===== src/rtl/keypad_pkg.sv =====
// Shared types and constants for the 4x4 keypad scanner.
// Latency: n/a (types, constants and a combinational helper only).
// Backpressure: n/a.
//
// Contents: scan state enum, KEY_MAP[row][col] hex codes, one-cold column
// drive patterns, and a row decoder that reports the index of a low row plus
// flags for "no row low" and "more than one row low".
package keypad_pkg;

    typedef enum logic [2:0] {
        SETTLE,
        SAMPLE,
        DEBOUNCE_PRESS,
        HELD,
        DEBOUNCE_RELEASE
    } scan_state_e;

    // Rows top to bottom, columns left to right.
    localparam logic [3:0] KEY_MAP [4][4] = '{
        '{4'h1, 4'h2, 4'h3, 4'hA},
        '{4'h4, 4'h5, 4'h6, 4'hB},
        '{4'h7, 4'h8, 4'h9, 4'hC},
        '{4'hE, 4'h0, 4'hF, 4'hD}
    };

    // Index j -> vector with only bit j low. Also used as the expected
    // row pattern for a single pressed key in row j.
    localparam logic [3:0] COL_DRIVE [4] = '{4'b1110, 4'b1101, 4'b1011, 4'b0111};

    typedef struct packed {
        logic       multi;  // two or more bits low
        logic       none;   // no bit low
        logic [1:0] idx;    // index of a low bit (meaningful when !none && !multi)
    } row_decode_t;

    function automatic row_decode_t onecold_to_idx(input logic [3:0] v);
        row_decode_t d;
        int unsigned zeros;
        d     = '0;
        zeros = 0;
        for (int i = 0; i < 4; i++) begin
            if (!v[i]) begin
                zeros++;
                d.idx = 2'(i);
            end
        end
        d.none  = (zeros == 0);
        d.multi = (zeros > 1);
        return d;
    endfunction

endpackage


===== src/rtl/keypad_scan_controller_if.sv =====
// Keypad pins and key event bus between the scanner and its neighbours.
// Latency: n/a (wiring only).
// Backpressure: none; key_valid is a single-cycle pulse the consumer must take.
//
// master: the scanner (drives columns and key event outputs, reads rows).
// slave : the surrounding logic (row synchronizer side and key consumer).
interface keypad_scan_controller_if;
    logic [3:0] keypad_hori;  // synchronized rows, active-low
    logic [3:0] keypad_vert;  // column drive, active-low one-cold
    logic       key_valid;    // one-cycle pulse per accepted press
    logic [3:0] key_code;     // hex code of last accepted key
    logic       key_held;     // high from accept until release is debounced

    modport master (
        input  keypad_hori,
        output keypad_vert,
        output key_valid,
        output key_code,
        output key_held
    );

    modport slave (
        output keypad_hori,
        input  keypad_vert,
        input  key_valid,
        input  key_code,
        input  key_held
    );
endinterface


===== src/rtl/keypad_scan_controller_interval_timer.sv =====
// Up-counter with synchronous clear and terminal-count compare for settle/debounce intervals.
// Latency: at_term is combinational from the registered count.
// Backpressure: none; counts only while en is high, clr has priority.
//
// Ports: clk, reset (async active-low), clr, en, term (compare value),
//        at_term (count == term).
module interval_timer #(
    parameter int CNT_W = 8
) (
    input  logic             clk,
    input  logic             reset,
    input  logic             clr,
    input  logic             en,
    input  logic [CNT_W-1:0] term,
    output logic             at_term
);

    logic [CNT_W-1:0] cnt;

    always_ff @(posedge clk or negedge reset) begin
        if (!reset) begin
            cnt <= '0;
        end else if (clr) begin
            cnt <= '0;
        end else if (en) begin
            cnt <= cnt + 1'b1;
        end
    end

    assign at_term = (cnt == term);

endmodule


===== src/rtl/keypad_scan_controller.sv =====
// Column-scanning 4x4 keypad controller with press/release debounce and hex key events.
// Latency: key_valid rises SETTLE_CYCLES+1+DEBOUNCE_CYCLES cycles after a column's settle entry.
// Backpressure: none; key_valid is a registered one-cycle pulse, key_code holds until the next one.
//
// Ports: clk, reset (async active-low), kp (master modport: keypad_hori in;
//        keypad_vert, key_valid, key_code, key_held out).
module keypad_scan_controller
    import keypad_pkg::*;
#(
    parameter int SETTLE_CYCLES   = 48,
    parameter int DEBOUNCE_CYCLES = 960000,
    parameter int CNT_W           = $clog2(DEBOUNCE_CYCLES + 1)
) (
    input  logic                     clk,
    input  logic                     reset,
    keypad_scan_controller_if.master kp
);

    localparam logic [CNT_W-1:0] SETTLE_TC   = CNT_W'(SETTLE_CYCLES - 1);
    localparam logic [CNT_W-1:0] DEBOUNCE_TC = CNT_W'(DEBOUNCE_CYCLES - 1);

    scan_state_e state, state_next;
    logic [1:0]  col, col_next;
    logic [1:0]  row, row_next;
    logic [3:0]  vert_q;
    logic        valid_q, valid_next;
    logic [3:0]  code_q, code_next;
    logic        held_q, held_next;

    logic             cnt_en;
    logic             cnt_clr;
    logic             at_term;
    logic [CNT_W-1:0] term;
    row_decode_t      dec;

    assign dec = onecold_to_idx(kp.keypad_hori);

    // Every state change restarts the interval, so no state ever sees a
    // count left over from another.
    assign cnt_clr = (state_next != state);
    assign term    = (state == SETTLE) ? SETTLE_TC : DEBOUNCE_TC;

    interval_timer #(
        .CNT_W (CNT_W)
    ) u_timer (
        .clk     (clk),
        .reset   (reset),
        .clr     (cnt_clr),
        .en      (cnt_en),
        .term    (term),
        .at_term (at_term)
    );

    always_ff @(posedge clk or negedge reset) begin
        if (!reset) begin
            state   <= SETTLE;
            col     <= 2'd0;
            row     <= 2'd0;
            vert_q  <= COL_DRIVE[0];
            valid_q <= 1'b0;
            code_q  <= 4'h0;
            held_q  <= 1'b0;
        end else begin
            state   <= state_next;
            col     <= col_next;
            row     <= row_next;
            vert_q  <= COL_DRIVE[col_next];
            valid_q <= valid_next;
            code_q  <= code_next;
            held_q  <= held_next;
        end
    end

    always_comb begin
        state_next = state;
        col_next   = col;
        row_next   = row;
        valid_next = 1'b0;
        code_next  = code_q;
        held_next  = held_q;
        cnt_en     = 1'b0;

        case (state)
            SETTLE: begin
                cnt_en = 1'b1;
                if (at_term) begin
                    state_next = SAMPLE;
                end
            end

            SAMPLE: begin
                // Ghosting or multi-press looks the same as no key: move on.
                if (dec.none || dec.multi) begin
                    col_next   = col + 2'd1;
                    state_next = SETTLE;
                end else begin
                    row_next   = dec.idx;
                    state_next = DEBOUNCE_PRESS;
                end
            end

            DEBOUNCE_PRESS: begin
                cnt_en = 1'b1;
                // The full row vector must keep exactly the latched row low;
                // any deviation rescans the same column from settle.
                if (kp.keypad_hori != COL_DRIVE[row]) begin
                    state_next = SETTLE;
                end else if (at_term) begin
                    state_next = HELD;
                    valid_next = 1'b1;
                    held_next  = 1'b1;
                    code_next  = KEY_MAP[row][col];
                end
            end

            HELD: begin
                // Only the latched row matters; other keys are ignored.
                if (kp.keypad_hori[row]) begin
                    state_next = DEBOUNCE_RELEASE;
                end
            end

            DEBOUNCE_RELEASE: begin
                cnt_en = 1'b1;
                if (!kp.keypad_hori[row]) begin
                    state_next = HELD;
                end else if (at_term) begin
                    held_next  = 1'b0;
                    col_next   = col + 2'd1;
                    state_next = SETTLE;
                end
            end

            default: begin
                state_next = SETTLE;
            end
        endcase
    end

    assign kp.keypad_vert = vert_q;
    assign kp.key_valid   = valid_q;
    assign kp.key_code    = code_q;
    assign kp.key_held    = held_q;

endmodule


===== src/flat_wrapper.sv =====
// flat-port wrapper written by rule: the top's interface ports become plain ports
module keypad_scan_controller_flat import keypad_pkg::*;
#(
    parameter int SETTLE_CYCLES   = 48,
    parameter int DEBOUNCE_CYCLES = 960000,
    parameter int CNT_W           = $clog2(DEBOUNCE_CYCLES + 1)
)
  (clk, reset, kp_keypad_hori, kp_keypad_vert, kp_key_valid, kp_key_code, kp_key_held);
  keypad_scan_controller_if kp_i ();
  input  logic clk;
  input  logic reset;
  input wire logic [$bits(kp_i.keypad_hori)-1:0] kp_keypad_hori;
  output wire logic [$bits(kp_i.keypad_vert)-1:0] kp_keypad_vert;
  output wire logic [$bits(kp_i.key_valid)-1:0] kp_key_valid;
  output wire logic [$bits(kp_i.key_code)-1:0] kp_key_code;
  output wire logic [$bits(kp_i.key_held)-1:0] kp_key_held;
  assign kp_i.keypad_hori = kp_keypad_hori;
  assign kp_keypad_vert = kp_i.keypad_vert;
  assign kp_key_valid = kp_i.key_valid;
  assign kp_key_code = kp_i.key_code;
  assign kp_key_held = kp_i.key_held;
  keypad_scan_controller #(.SETTLE_CYCLES(SETTLE_CYCLES), .DEBOUNCE_CYCLES(DEBOUNCE_CYCLES), .CNT_W(CNT_W)) u_core (.clk(clk), .reset(reset), .kp(kp_i));
endmodule

===== config.mk =====
export PLATFORM = sky130hd
export DESIGN_NAME = keypad_scan_controller_flat
export DESIGN_NICKNAME = d
export VERILOG_FILES = /design/src/rtl/keypad_pkg.sv /design/src/rtl/keypad_scan_controller_if.sv /design/src/rtl/keypad_scan_controller_interval_timer.sv /design/src/rtl/keypad_scan_controller.sv /design/src/flat_wrapper.sv
export SDC_FILE = /design/constraint.sdc
export NUM_CORES = 1
export LEC_CHECK = 0
export ABC_AREA = 1
export CORE_MARGIN = 1
export CORE_UTILIZATION = 59
export CTS_CLUSTER_SIZE = 24
export DETAILED_ROUTE_END_ITERATION = 16
export HOLD_SLACK_MARGIN = 0.02
export PLACE_DENSITY = 0.86
export SLEW_MARGIN = 20
export SYNTH_ARGS = -nofsm -noshare
export SYNTH_HDL_FRONTEND = slang
export SYNTH_SLANG_ARGS = --single-unit

===== constraint.sdc =====
create_clock -name clk -period 2.1 [get_ports clk]
set_input_delay 0.315 -clock clk [delete_from_list [all_inputs] [get_ports clk]]
set_output_delay 0.315 -clock clk [all_outputs]
set_load 0.01 [all_outputs]

; Yosys cells after proc, flatten, opt, wreduce, memory -nomap -nowiden
; Cells that the tools add are included.
[op_classes]
addsub = 5
magnitude_cmp = 5
n_eq_ne = 11
mux = 45
bitwise = 5
n_reduce_logical = 9
[op_table]
columns = operator, n
row1 = 32-bit two-way mux, 3
row2 = 32-bit by 1-bit adder with 32-bit output (second input constant), 2
row3 = 20-bit two-way mux, 3
row4 = 16-bit binary-select mux with 2-bit select, 1
row5 = 32-bit by 1-bit > comparator with 1-bit output (second input constant), 1
row6 = 32-bit logical NOT, 1
row7 = 16-bit two-way mux, 2
row8 = 4-bit binary-select mux with 2-bit select, 3
row9 = 4-bit two-way mux, 6
row10 = 20-bit by 1-bit adder with 20-bit output (second input constant), 1
row11 = 20-bit equality test, 1
row12 = 3-bit two-way mux, 6
row13 = 3-bit case mux with 5 select lines, 1
row14 = 2-bit two-way mux, 6
row15 = 1-bit two-way mux, 11
row16 = 3-bit >= comparator (second input constant), 3
row17 = 2-bit inverter with 3-bit output, 3
row18 = 3-bit by 2-bit equality test with 1-bit output (second input constant), 2
row19 = 2-bit by 1-bit != test with 1-bit output (second input constant), 3
row20 = 5-bit AND reduction, 1
row21 = 4-bit != test, 1
row22 = 2-bit case mux with 2 select lines, 1
row23 = 2-bit nonzero test, 2
row24 = 3-bit by 1-bit equality test with 1-bit output (second input constant), 1
row25 = 14 further kinds, 15
[word_totals]
register_bits = 37

; Longest topological paths before layout
; Gate-level depths: netlist (run 1).
[depth]
depth_word = 15
depth_mapped = 18

; Hierarchy
; From an unflattened synthesis (run 1), not the netlist that was laid out.
[hier_totals]
cells_unflattened = 390
area_unflattened_um2 = 2572.5
[modules_own_cells]
columns = mod, instances, cells_each, area_each_um2
row1 = interval_timer, 1, 229, 1447.6
row2 = keypad_scan_controller, 1, 161, 1124.8

; Worst setup path after synthesis (run 1)
; OpenSTA, ideal clock, no wires.
[synth_path]
kind = in2reg
startpoint = input kp_keypad_hori[0]
endpoint = register u_core.u_timer.cnt[10]
setup_ns = 0.122
arrival_time_ns = 1.986
required_ns = 1.978
slack_ns = -0.008
path_stages = 15
path_buffers = 1
path_cell_list = inv_1 -> ha_1 -> xnor2_1 -> ha_1 -> nor2_1 -> nand2_1 -> nand2_1 -> nand3_2 -> nand2_1 -> nand2_1 -> nand2_1 -> nor2_2 -> nand2_2 -> buf_6 -> nor2_2
[synth_between]
elab_chain_cells = 13
word_cells_on_any_way = 21
[synth_lines]
columns = item, line_no
row1 = "start, declared", flat_wrapper.sv:12  ; input wire logic [$bits(kp_i.keypad_hori)-1:0] kp_keypad_hori;
row2 = 1-bit two-way mux, keypad_pkg.sv:42  ; if (!v[i]) begin
row3 = 1-bit by 1-bit adder with 2-bit output, keypad_pkg.sv:43  ; zeros++;
row4 = 32-bit two-way mux, keypad_pkg.sv:42
row5 = 32-bit by 1-bit adder with 32-bit output, keypad_pkg.sv:43
row6 = 32-bit two-way mux, keypad_pkg.sv:42
row7 = 32-bit by 1-bit adder with 32-bit output, keypad_pkg.sv:43
row8 = 32-bit two-way mux, keypad_pkg.sv:42
row9 = 32-bit by 1-bit > comparator with 1-bit output or 32-bit logical NOT (tied branches), "keypad_pkg.sv:48, keypad_pkg.sv:47"
row10 = 1-bit logical OR, keypad_scan_controller.sv:93  ; if (dec.none || dec.multi) begin
row11 = 2-bit two-way mux, keypad_scan_controller.sv:93
row12 = 3-bit case mux with 5 select lines (*), keypad_scan_controller.sv:83  ; case (state)
row13 = net u_core.state_next[1], keypad_scan_controller.sv:22  ; scan_state_e state, state_next;
row14 = 3-bit != test (*), keypad_scan_controller.sv:40  ; assign cnt_clr = (state_next != state);
row15 = 20-bit two-way mux or 2-bit nonzero test (tied branches), -
row16 = "end signal, assigned", keypad_scan_controller_interval_timer.sv:26  ; cnt <= cnt + 1'b1;
row17 = "end, declared", keypad_scan_controller_interval_timer.sv:18  ; logic [CNT_W-1:0] cnt;
; Mark *: on every way through the listed nets, which the timed path passes. The rest lies on a longest branch. The select of a mux whose other input is x is not followed.
; A chain may end at the register's enable or synchronous reset.

; Final worst setup path (run 1)
[layout_path]
startpoint = register u_core.state[1]
endpoint = register u_core.u_timer.cnt[6]
[layout_between]
elab_chain_cells = 8
word_cells_on_any_way = 19
[layout_lines]
columns = item, line_no
row1 = "start, declared", keypad_scan_controller.sv:22
row2 = "start signal, assigned", keypad_scan_controller.sv:64  ; state <= state_next;
row3 = 3-bit logical NOT, "keypad_scan_controller.sv:41, keypad_scan_controller.sv:83"
row4 = 20-bit two-way mux, keypad_scan_controller.sv:41  ; assign term = (state == SETTLE) ? SETTLE_TC : DEBOUNCE_TC;
row5 = 20-bit equality test, keypad_scan_controller_interval_timer.sv:30  ; assign at_term = (cnt == term);
row6 = 3-bit two-way mux (on tied branches), "keypad_scan_controller.sv:127, keypad_scan_controller.sv:108"
row7 = 3-bit two-way mux (on tied branches), "keypad_scan_controller.sv:125, keypad_scan_controller.sv:106"
row8 = 3-bit case mux with 5 select lines, keypad_scan_controller.sv:83
row9 = 3-bit != test, keypad_scan_controller.sv:40
row10 = 20-bit two-way mux or 2-bit nonzero test (tied branches), -
; Several ways; a longest one is shown, not always the timed one.

==> results of run 1 <==
-- per-layer routing --
metal	track usage, %	vias up	wire length (µm)
li1	-	1039	-
met4	13.3	0	126
met1	33.5	1001	2250
met3	6.34	16	243
met2	49.5	70	2680
met5	0	-	0
-- final timing paths --
path	from	endpoint	slack (ps)
min in group clk	u_core.kp.key_code[0]$_DFFE_PN0P_	u_core.kp.key_code[0]$_DFFE_PN0P_	500
setup / recovery	u_core.state[1]$_DFF_PN0_	u_core.u_timer.cnt[6]$_DFFE_PN0P_	130
hold / removal	reset	u_core.kp.key_code[0]$_DFFE_PN0P_	60
max in group asynchronous	reset	u_core.kp.keypad_vert[1]$_DFF_PN1_	1680
setup reg to reg	u_core.state[1]$_DFF_PN0_	u_core.u_timer.cnt[6]$_DFFE_PN0P_	130
hold reg to reg	u_core.kp.key_code[0]$_DFFE_PN0P_	u_core.kp.key_code[0]$_DFFE_PN0P_	500
-- logic make-up after synthesis --
| kind of cell | Yosys count | synth area share [%] |
|---|---|---|
| buffers and inverters | 42 | 7.62 |
| multiplexers | 1 | 0.435 |
| flip-flops | 37 | 40.4 |
| AND/OR/NAND/NOR | 173 | 35.0 |
| XOR/XNOR | 18 | 6.86 |
| adder cells (fa/ha/maj) | 4 | 2.18 |
| AO/OA/AOI/OAI | 29 | 7.45 |
-- metrics by stage --
step | util, % | hold slack [ps] | area (µm²) | cells
after floorplan | - | 19.4 | 2310 | 304
after global placement | 71.0 | 382 | 2620 | 377
after detailed placement | 71.0 | 390 | 2620 | 377
after CTS | 75.6 | 78.4 | 2790 | 387
after global routing | 76.3 | 107 | 2820 | 388
final | 76.3 | 61.6 | 2820 | 388
-- cells in the final DEF, fill, tap and decap left out, types with 3 or more instances in the layout --
| cell | count |
|---|---|
| nand2_1 | 66 |
| dfrtp_1 | 32 |
| nor2_1 | 29 |
| inv_1 | 26 |
| nor2_2 | 25 |
| nand3_1 | 24 |
| buf_4 | 16 |
| xor2_1 | 14 |
| clkdlybuf4s50_1 | 11 |
| inv_2 | 10 |
| nand4_1 | 8 |
| o21ai_0 | 8 |
| nand2_2 | 7 |
| nor3_1 | 7 |
| o21ai_1 | 6 |
| clkbuf_8 | 6 |
| a21oi_1 | 5 |
| o211ai_1 | 4 |
| nor2_4 | 3 |
| xnor2_1 | 3 |
| ha_1 | 3 |
| dfstp_2 | 3 |
-- cell type report --
| type | instances | area [µm²] | area share (%) |
|---|---|---|---|
| clock buffers | 7 | 86.3 | 3.07 |
| multi-input cells | 225 | 1240 | 44.1 |
| flip-flops and latches | 37 | 932 | 33.1 |
| clock inverters | 1 | 30.0 | 1.07 |
| inverters | 36 | 135 | 4.80 |
| repair buffers | 34 | 329 | 11.7 |
| well taps | 48 | 60.1 | 2.13 |
-- sequential cells by signal, indices dropped and copies added, names as in the netlist --
signal	flops
u_core.u_timer.cnt	20
u_core.kp.key_code	4
u_core.kp.keypad_vert	4
u_core.state	3
u_core.col	2
u_core.row	2
u_core.kp.key_held	1
u_core.kp.key_valid	1
-- power by group through the flow --
stage	Combinational, W	Clock [W]	Sequential (W)
after global placement	0.000295	0	0.000782
final	0.000350	0.000646	0.000774
after CTS	0.000336	0.000653	0.000770
after detailed placement	0.000303	0	0.000783
after floorplan	0.000192	0	0.000772
after global routing	0.000388	0.000681	0.000777
-- critical path, stage by stage, from the launching register on --
cell and delay [ps]:
dfrtp_2 490, nor2_4 160, nand2_2 110, o21ai_1 200
nand2_1 90, nor2_2 100, nand3_1 80, nand2_1 100
nand2_1 60, nand2_1 110, nor2_4 50, nand2_4 120
buf_12 160, nor2_2 40
-- timing repair --
| item | 4_1_cts | 5_1_grt |
|---|---|---|
| endpoints found under the setup margin | 28 | 26 |
| pin swaps | 4 | 5 |
| resized for setup | 10 | 15 |
| gates cloned | 1 | 0 |
| buffers inserted | 1 | 1 |
==> flow_summary.json, run 1 <==
{
  "cts-root-buf": "clkbuf_8",
  "yosys-top-cells-count": "71 x nand2_1, 34 x dfrtp_1, 29 x nor2_1, 28 x inv_1, 27 x nor2_2",
  "power_frac_clock_pct": 36.5,
  "vias": 2126,
  "fin_skew_ps": 9.30,
  "switching_share_pct": 27.2,
  "antenna_found_initial": 0,
  "first_pass_iters": 4,
  "cp_data_required_time_ps": 2280,
  "cts_sinks": 37,
  "start_util_pct": 62.3,
  "async_reset_ff_share_pct": 100,
  "hold_violations": 0,
  "cts.path.max_buffers": 2,
  "cts_inserted_buffers": 5,
  "h-tree-depth": 2,
  "end_kind": "flop",
  "synth.largest_area_cell": "dfrtp_1",
  "clock_latency_ps": 300,
  "ant_nets": 0,
  "max-vdd-ir-drop_mv": 0.426,
  "nets": 349,
  "drtIter0Drc": 190,
  "netlist_area_mm2": 0.00230,
  "intPower_w": 0.00129,
  "hold_path.class": "input port to async pin",
  "ios": 16,
  "synth_seq_area_share_pct": 40.4,
  "synth.net_count": 314,
  "synth_most_common_cell": "nand2_1",
  "fp.dieW_um": 64.4,
  "fill_cells": 273,
  "die_height_um": 64.4,
  "ys_seq_elements": 37,
  "p_switching_w": 0.000481,
  "grt_pass1_wl_mm": 8.95,
  "outcome": "finished, final reports clean",
  "place.gp.congestion": 0.921,
  "grt.overflow.total": 0,
  "area_growth_pct": 22.4,
  "num_antenna_cells": 0,
  "finalSetupViolCount": 0,
  "grt_use_total_pct": 28.6,
  "powerDensity_mw_per_mm2": 629,
  "synth.avg_cell_area_um2": 7.56,
  "yosys.area.top_type_share_pct": 37.0,
  "clk_pin_slew_ps": 80,
  "finalPower_w": 0.00177,
  "crit_path_start_kind": "flop",
  "via_per_inst": 5.48,
  "synth_cell_types": 31,
  "hold_buffers": 0,
  "drc_errors": 0,
  "grt_pass1_vias": 2076,
  "row_count": 22,
  "p_seq_share_pct": 43.7,
  "hpwlAfterDp_mm": 3.49,
  "synth-edff-count": 0,
  "dieArea_mm2": 0.00415,
  "ys_warn_count": 0,
  "worstPathMaxFanout": 11,
  "critical_path_class": "flop to flop",
  "p_leak_nw": 1.26,
  "fin_tns_setup_ps": 0,
  "port_buffers": 15,
  "grt_max_degree": 38,
  "synthCells": 304,
  "layout_min_cycle_time_ps": 1970,
  "pre_cts_ws_ps": -593,
  "p_comb_share_pct": 19.8,
  "routed_wl_mm": 5.31,
  "wl_per_cell_um": 13.7,
  "relSlewSlack_pct": 63.8,
  "timing.final.ws_setup_ps": 131,
  "max_freq_ghz": 0.508,
  "drive_gt1_share_pct": 25.3,
  "r2r_cells": 13,
  "cts_tree": "yes",
  "worst_pin_slew_ps": 542,
  "slew_viol_final": 0,
  "period_share_pct": 93.8,
  "coreArea_mm2": 0.00369,
  "crit_arrival_ps": 2150,
  "netlist_top_cells_area": "dfrtp_1 37%, nand2_1 12%, nor2_2 7.3%, xor2_1 5.3%, nand3_1 5.2%",
  "synth_ff_type": "dfrtp_1",
  "drv_cap": 0
}
Power figures use the tool's default switching activity.
==> run 2: changes to the inputs <==
--- a/config.mk
+++ b/config.mk
@@ -12,7 +12,8 @@
 export DETAILED_ROUTE_END_ITERATION = 16
 export HOLD_SLACK_MARGIN = 0.02
 export PLACE_DENSITY = 0.86
-export SLEW_MARGIN = 20
+export SETUP_SLACK_MARGIN = 0.4
+export SLEW_MARGIN = 15
 export SYNTH_ARGS = -nofsm -noshare
 export SYNTH_HDL_FRONTEND = slang
 export SYNTH_SLANG_ARGS = --single-unit
==> flow_summary.json, run 2 (synthesized netlist as in run 1, its figures left out) <==
{
  "row_count": 22,
  "finalPower_w": 0.00180,
  "cts-root-buf": "clkbuf_8",
  "timing.final.ws_setup_ps": -89.7,
  "first_pass_iters": 7,
  "wl_met2_mm": 3.96,
  "grt_pass1_vias": 2158,
  "rsz0062_at_grt": "true",
  "hold_path.class": "input port to async pin",
  "cts_tree": "yes",
  "startpoint": "u_core.u_timer.cnt[17]$_DFFE_PN0P_",
  "grt_pass1_wl_mm": 10.1,
  "hold_violations": 0,
  "end_kind": "flop",
  "pre_cts_ws_ps": -599,
  "vias": 2662,
  "largest_reg_flops": 20,
  "outcome": "finished, violations left",
  "finalSetupViolCount": 22,
  "grt_use_total_pct": 32.1,
  "fp.dieW_um": 64.4,
  "drive_gt1_share_pct": 44.0,
  "r2r_start": "u_core.u_timer.cnt[17]$_DFFE_PN0P_",
  "slew_viol_final": 0,
  "coreArea_mm2": 0.00369,
  "grt.overflow.total": 0,
  "powerDensity_mw_per_mm2": 541,
  "placed_cell_area_mm2": 0.00269,
  "p_leak_nw": 1.36,
  "nets": 368,
  "place.gp.congestion": 0.851,
  "fin_skew_ps": 15.1,
  "clk_pin_slew_ps": 90,
  "start_util_pct": 62.3,
  "fin_tns_setup_ps": -1100,
  "wl_per_cell_um": 21.7,
  "cp-endpoint": "u_core.kp.keypad_vert[0]$_DFF_PN0_",
  "cts_sinks": 37,
  "h-tree-depth": 2,
  "violations": "negative setup slack",
  "grt_max_degree": 38,
  "area_growth_pct": 44.9,
  "relSlewSlack_pct": 69.4,
  "r2r-end": "u_core.kp.keypad_vert[0]$_DFF_PN0_",
  "drtIter0Drc": 529,
  "cts_inserted_buffers": 5,
  "dp_cells": 380,
  "crit_arrival_ps": 2370,
  "wl_met1_mm": 3.19,
  "critical_path_class": "flop to flop",
  "via_per_inst": 6.54,
  "fin_area_mm2": 0.00333,
  "ios": 16,
  "routed_wl_mm": 8.83,
  "final_common_cell": "nand2_1",
  "worstPathMaxFanout": 4,
  "wl_met3_mm": 1.09,
  "antenna_found_initial": 0,
  "max-vdd-ir-drop_mv": 0.493,
  "largest-register": "u_core.u_timer.cnt",
  "final_cell_mix": "54 x nand2_1, 32 x buf_4, 26 x nor2_4",
  "reg2reg_slack_ps": -90,
  "cp_data_required_time_ps": 2290,
  "die_height_um": 64.4,
  "dieArea_mm2": 0.00415,
  "ant_nets": 0,
  "worst_pin_slew_ps": 459,
  "hold_buffers": 0,
  "port_buffers": 15,
  "r2r_cells": 14,
  "crit_path_start_kind": "flop",
  "layout_min_cycle_time_ps": 2190,
  "max_freq_ghz": 0.457,
  "clock_latency_ps": 310,
  "hpwlAfterDp_mm": 3.48,
  "period_share_pct": 104,
  "num_antenna_cells": 0,
  "drv_cap": 0,
  "drc_errors": 0,
  "stdcell_count": 407,
  "cts.path.max_buffers": 2,
  "topRoutingLayerUsed": "met4"
}
## run 2: cell count changes in the layout (fill, tap and decap cells not counted), moves of 8 or more
cell,delta
dfrtp_2,+11
dfrtp_1,-11
nor2_4,+23
nand2_1,-12
nand2_2,+8
buf_4,+16
nor2_2,-17
## run 2: critical path, stage by stage (launching register included)
cell     delay (ps)
dfrtp_2         410
buf_4           130
nand2_1          50
nor2_1          160
nand2_1         130
o21ai_4         100
nand3_1         110
nor2_2          240
nand3_1         220
nand2_1         100
nand2_1          60
nand2_1          80
nand2_2          90
inv_2            90
nand2_1          70
## run 2: area by class of cell
class / instances / area [µm²]
Multi-Input combinational cell: 225 / 1600
Sequential cell: 37 / 946
Timing Repair Buffer: 53 / 498
Fill cell: 143 / 355
Inverter: 36 / 143
Clock buffer: 5 / 68.8
Tap cell: 48 / 60.1
Clock inverter: 3 / 22.5
## run 2: worst min-delay path by stage
stage | cells past startpoint | startpoint | slack (ps) | to
finish | 2 | reset | 40 | u_core.u_timer.cnt[6]$_DFFE_PN0P_
global placement | 2 | reset | 380 | u_core.kp.key_code[0]$_DFFE_PN0P_
CTS | 2 | reset | 70 | u_core.state[2]$_DFF_PN0_
global route | 2 | reset | 90 | u_core.u_timer.cnt[7]$_DFFE_PN0P_
floorplan | 0 | reset | 20 | u_core.col[0]$_DFF_PN0_
detailed placement | 2 | reset | 390 | u_core.kp.key_code[0]$_DFFE_PN0P_
## run 2: per-layer routing
layer / GRT usage (%) / vias up
met3: 8.98 / 89
met5: 0 / -
li1: - / 1075
met4: 13.9 / 0
met1: 40.6 / 1228
met2: 51.4 / 270
## run 2: metrics by stage
step           utilization [%]  hold WS (ps)
2_1_floorplan                -          19.4
5_1_grt                   90.4          88.0
6_report                  90.4          36.4
3_5_place_dp              72.8           389
4_1_cts                   81.4          71.5
3_3_place_gp              72.8           379
## run 2: report_power, final
group,internal (W),switching (W),total [W]
sequential,0.000741,0.0000325,0.000773
combinational,0.000204,0.000303,0.000507
clock,0.000233,0.000290,0.000523
total,0.00118,0.000626,0.00180
## run 2: repair_timing
action / in CTS / in global routing
gates resized for setup: 47 / 67
pin swaps: 17 / 18
cloned: 1 / 0
buffers inserted: 8 / 10
endpoints found under the setup margin: 36 / 36
==> run 3: changes to the inputs <==
--- a/config.mk
+++ b/config.mk
@@ -6,12 +6,14 @@
 export NUM_CORES = 1
 export LEC_CHECK = 0
 export ABC_AREA = 1
+export CAP_MARGIN = 20
 export CORE_MARGIN = 1
-export CORE_UTILIZATION = 59
+export CORE_UTILIZATION = 61
+export CTS_BUF_LIST = sky130_fd_sc_hd__clkbuf_4 sky130_fd_sc_hd__clkbuf_8
 export CTS_CLUSTER_SIZE = 24
 export DETAILED_ROUTE_END_ITERATION = 16
-export HOLD_SLACK_MARGIN = 0.02
-export PLACE_DENSITY = 0.86
+export HOLD_SLACK_MARGIN = 0.1
+export PLACE_DENSITY = 0.88
 export SETUP_SLACK_MARGIN = 0.4
 export SLEW_MARGIN = 15
 export SYNTH_ARGS = -nofsm -noshare
==> flow_summary.json, run 3 (synthesized netlist as in run 1, its figures left out) <==
{
  "outcome": "finished, final reports clean",
  "worstPathMaxFanout": 8,
  "crit_chain": "inv_1 > nand2_2 > nand2_1 > o21ai_2 > nand2_1 > nor2_2 > nand2_1 > nand2_1 > nand2_1 > nand3_1 > nand2_1 > nand2_4 > buf_12 > nor2_4",
  "layout_min_cycle_time_ps": 2070,
  "drc_errors": 0,
  "drive_gt1_share_pct": 34.0,
  "via_per_inst": 5.69,
  "drtIter0Drc": 211,
  "hold_violations": 0,
  "pre_cts_ws_ps": -603,
  "placed_cell_area_mm2": 0.00267,
  "coreArea_mm2": 0.00347,
  "nets": 359,
  "die_height_um": 63.4,
  "cts-root-buf": "clkbuf_8",
  "worst_path_largest_cell_delay_ps": 440,
  "slowest_stage": "dfrtp_2",
  "clk_pin_slew_ps": 80,
  "critical_path_class": "flop to flop",
  "place.gp.congestion": 0.923,
  "grt_max_degree": 38,
  "port_buffers": 15,
  "first_pass_iters": 5,
  "num_antenna_cells": 0,
  "largest-register": "u_core.u_timer.cnt",
  "h-tree-depth": 2,
  "p_leak_nw": 1.32,
  "fin_skew_ps": 15.2,
  "intPower_w": 0.00122,
  "p_comb_share_pct": 24.3,
  "hold_path.class": "input port to async pin",
  "timing.final.ws_setup_ps": 34.2,
  "p_switching_w": 0.000516,
  "area_growth_pct": 33.0,
  "finalCoreUtilization_pct": 88.2,
  "drv_cap": 0,
  "fp.dieW_um": 63.4,
  "fin_tns_setup_ps": 0,
  "relSlewSlack_pct": 46.8,
  "grt_use_total_pct": 30.4,
  "wl_per_cell_um": 15.2,
  "antenna_found_initial": 0,
  "dieArea_mm2": 0.00402,
  "finalSetupViolCount": 0,
  "grt_pass1_vias": 2087,
  "crit_arrival_ps": 2240,
  "cts_inserted_buffers": 5,
  "final_common_cell": "nand2_1",
  "cts_tree": "yes",
  "clock_latency_ps": 300,
  "start_util_pct": 66.3,
  "hold_ws_ps": 97.3,
  "largest_reg_flops": 20,
  "crit_path_start_kind": "flop",
  "hold_buffers": 0,
  "cts.path.max_buffers": 2,
  "cts_sinks": 37,
  "routed_wl_mm": 6.03,
  "grt.overflow.total": 0,
  "grt_pass1_wl_mm": 9.41,
  "powerDensity_mw_per_mm2": 567,
  "fin_area_mm2": 0.00306,
  "switching_share_pct": 29.7,
  "hpwlAfterDp_mm": 3.38,
  "final_cell_mix": "62 x nand2_1, 30 x dfrtp_1, 26 x nor2_1",
  "max-vdd-ir-drop_mv": 0.433,
  "rsz0062_at_grt": "true",
  "max_freq_ghz": 0.484,
  "ios": 16,
  "power_frac_clock_pct": 31.5,
  "cp_data_required_time_ps": 2270,
  "p_seq_share_pct": 44.2,
  "slew_viol_final": 0,
  "vias": 2255,
  "critPathMostFrequentCell": "nand2_1",
  "period_share_pct": 98.4,
  "end_kind": "flop",
  "row_count": 21,
  "worst_pin_slew_ps": 797,
  "ant_nets": 0
}
run 3: cell type report:
| type | instances | area [µm²] |
|---|---|---|
| clock buffer | 8 | 97.6 |
| fill | 176 | 410 |
| inverter | 36 | 143 |
| multi-input combinational | 225 | 1400 |
| sequential | 37 | 935 |
| tap | 46 | 57.6 |
| timing repair buffer | 44 | 427 |
run 3: worst max-delay path, delay by kind of cell (launching register included):
| kind | cells | cell delay [ps] |
|---|---|---|
| AO/OA/AOI/OAI | 1 | 100 |
| buffers and inverters | 2 | 270 |
| AND/OR/NAND/NOR | 11 | 1120 |
| flip-flops | 1 | 440 |
run 3: power by group through the flow:
stage,Combinational (W),Sequential (W),Clock [W]
2_1_floorplan,0.000202,0.000772,0
3_3_place_gp,0.000305,0.000780,0
3_5_place_dp,0.000318,0.000779,0
4_1_cts,0.000355,0.000763,0.000545
5_1_grt,0.000453,0.000767,0.000581
6_report,0.000421,0.000766,0.000547
run 3: path summary, 6_finish.rpt:
check                                                  startpoint                                 to  slack [ps]  depth (start not counted)
worst max register to register          u_core.state[2]$_DFF_PN0_  u_core.u_timer.cnt[6]$_DFFE_PN0P_          30                         14
worst max-delay path                    u_core.state[2]$_DFF_PN0_  u_core.u_timer.cnt[6]$_DFFE_PN0P_          30                         14
worst min register to register  u_core.kp.key_code[2]$_DFFE_PN0P_  u_core.kp.key_code[2]$_DFFE_PN0P_         500                          2
worst min-delay path                                        reset  u_core.kp.key_code[0]$_DFFE_PN0P_         100                          1
min in group clk                u_core.kp.key_code[2]$_DFFE_PN0P_  u_core.kp.key_code[2]$_DFFE_PN0P_         500                          2
max in group asynchronous                                   reset          u_core.state[0]$_DFF_PN0_        1450                          1
run 3: timing repair:
item / CTS / global route
cloned: 0 / 1
setup endpoints to repair: 35 / 34
setup buffers: 7 / 4
gates resized for setup: 36 / 27
pin swaps: 16 / 17
run 3: stage by stage:
| stage | total power (W) | std cells |
|---|---|---|
| 2_1_floorplan | 0.000974 | 304 |
| 3_3_place_gp | 0.00108 | 376 |
| 3_5_place_dp | 0.00110 | 376 |
| 4_1_cts | 0.00166 | 391 |
| 5_1_grt | 0.00180 | 396 |
| 6_report | 0.00173 | 396 |
run 3: metal layers:
layer | track usage (%) | up-vias | share of wire [%]
met5 | 0 | - | 0
met1 | 38.2 | 1073 | 42
met2 | 49.7 | 103 | 49
met4 | 11.6 | 0 | 2.9
li1 | - | 1060 | -
met3 | 7.79 | 19 | 5.8
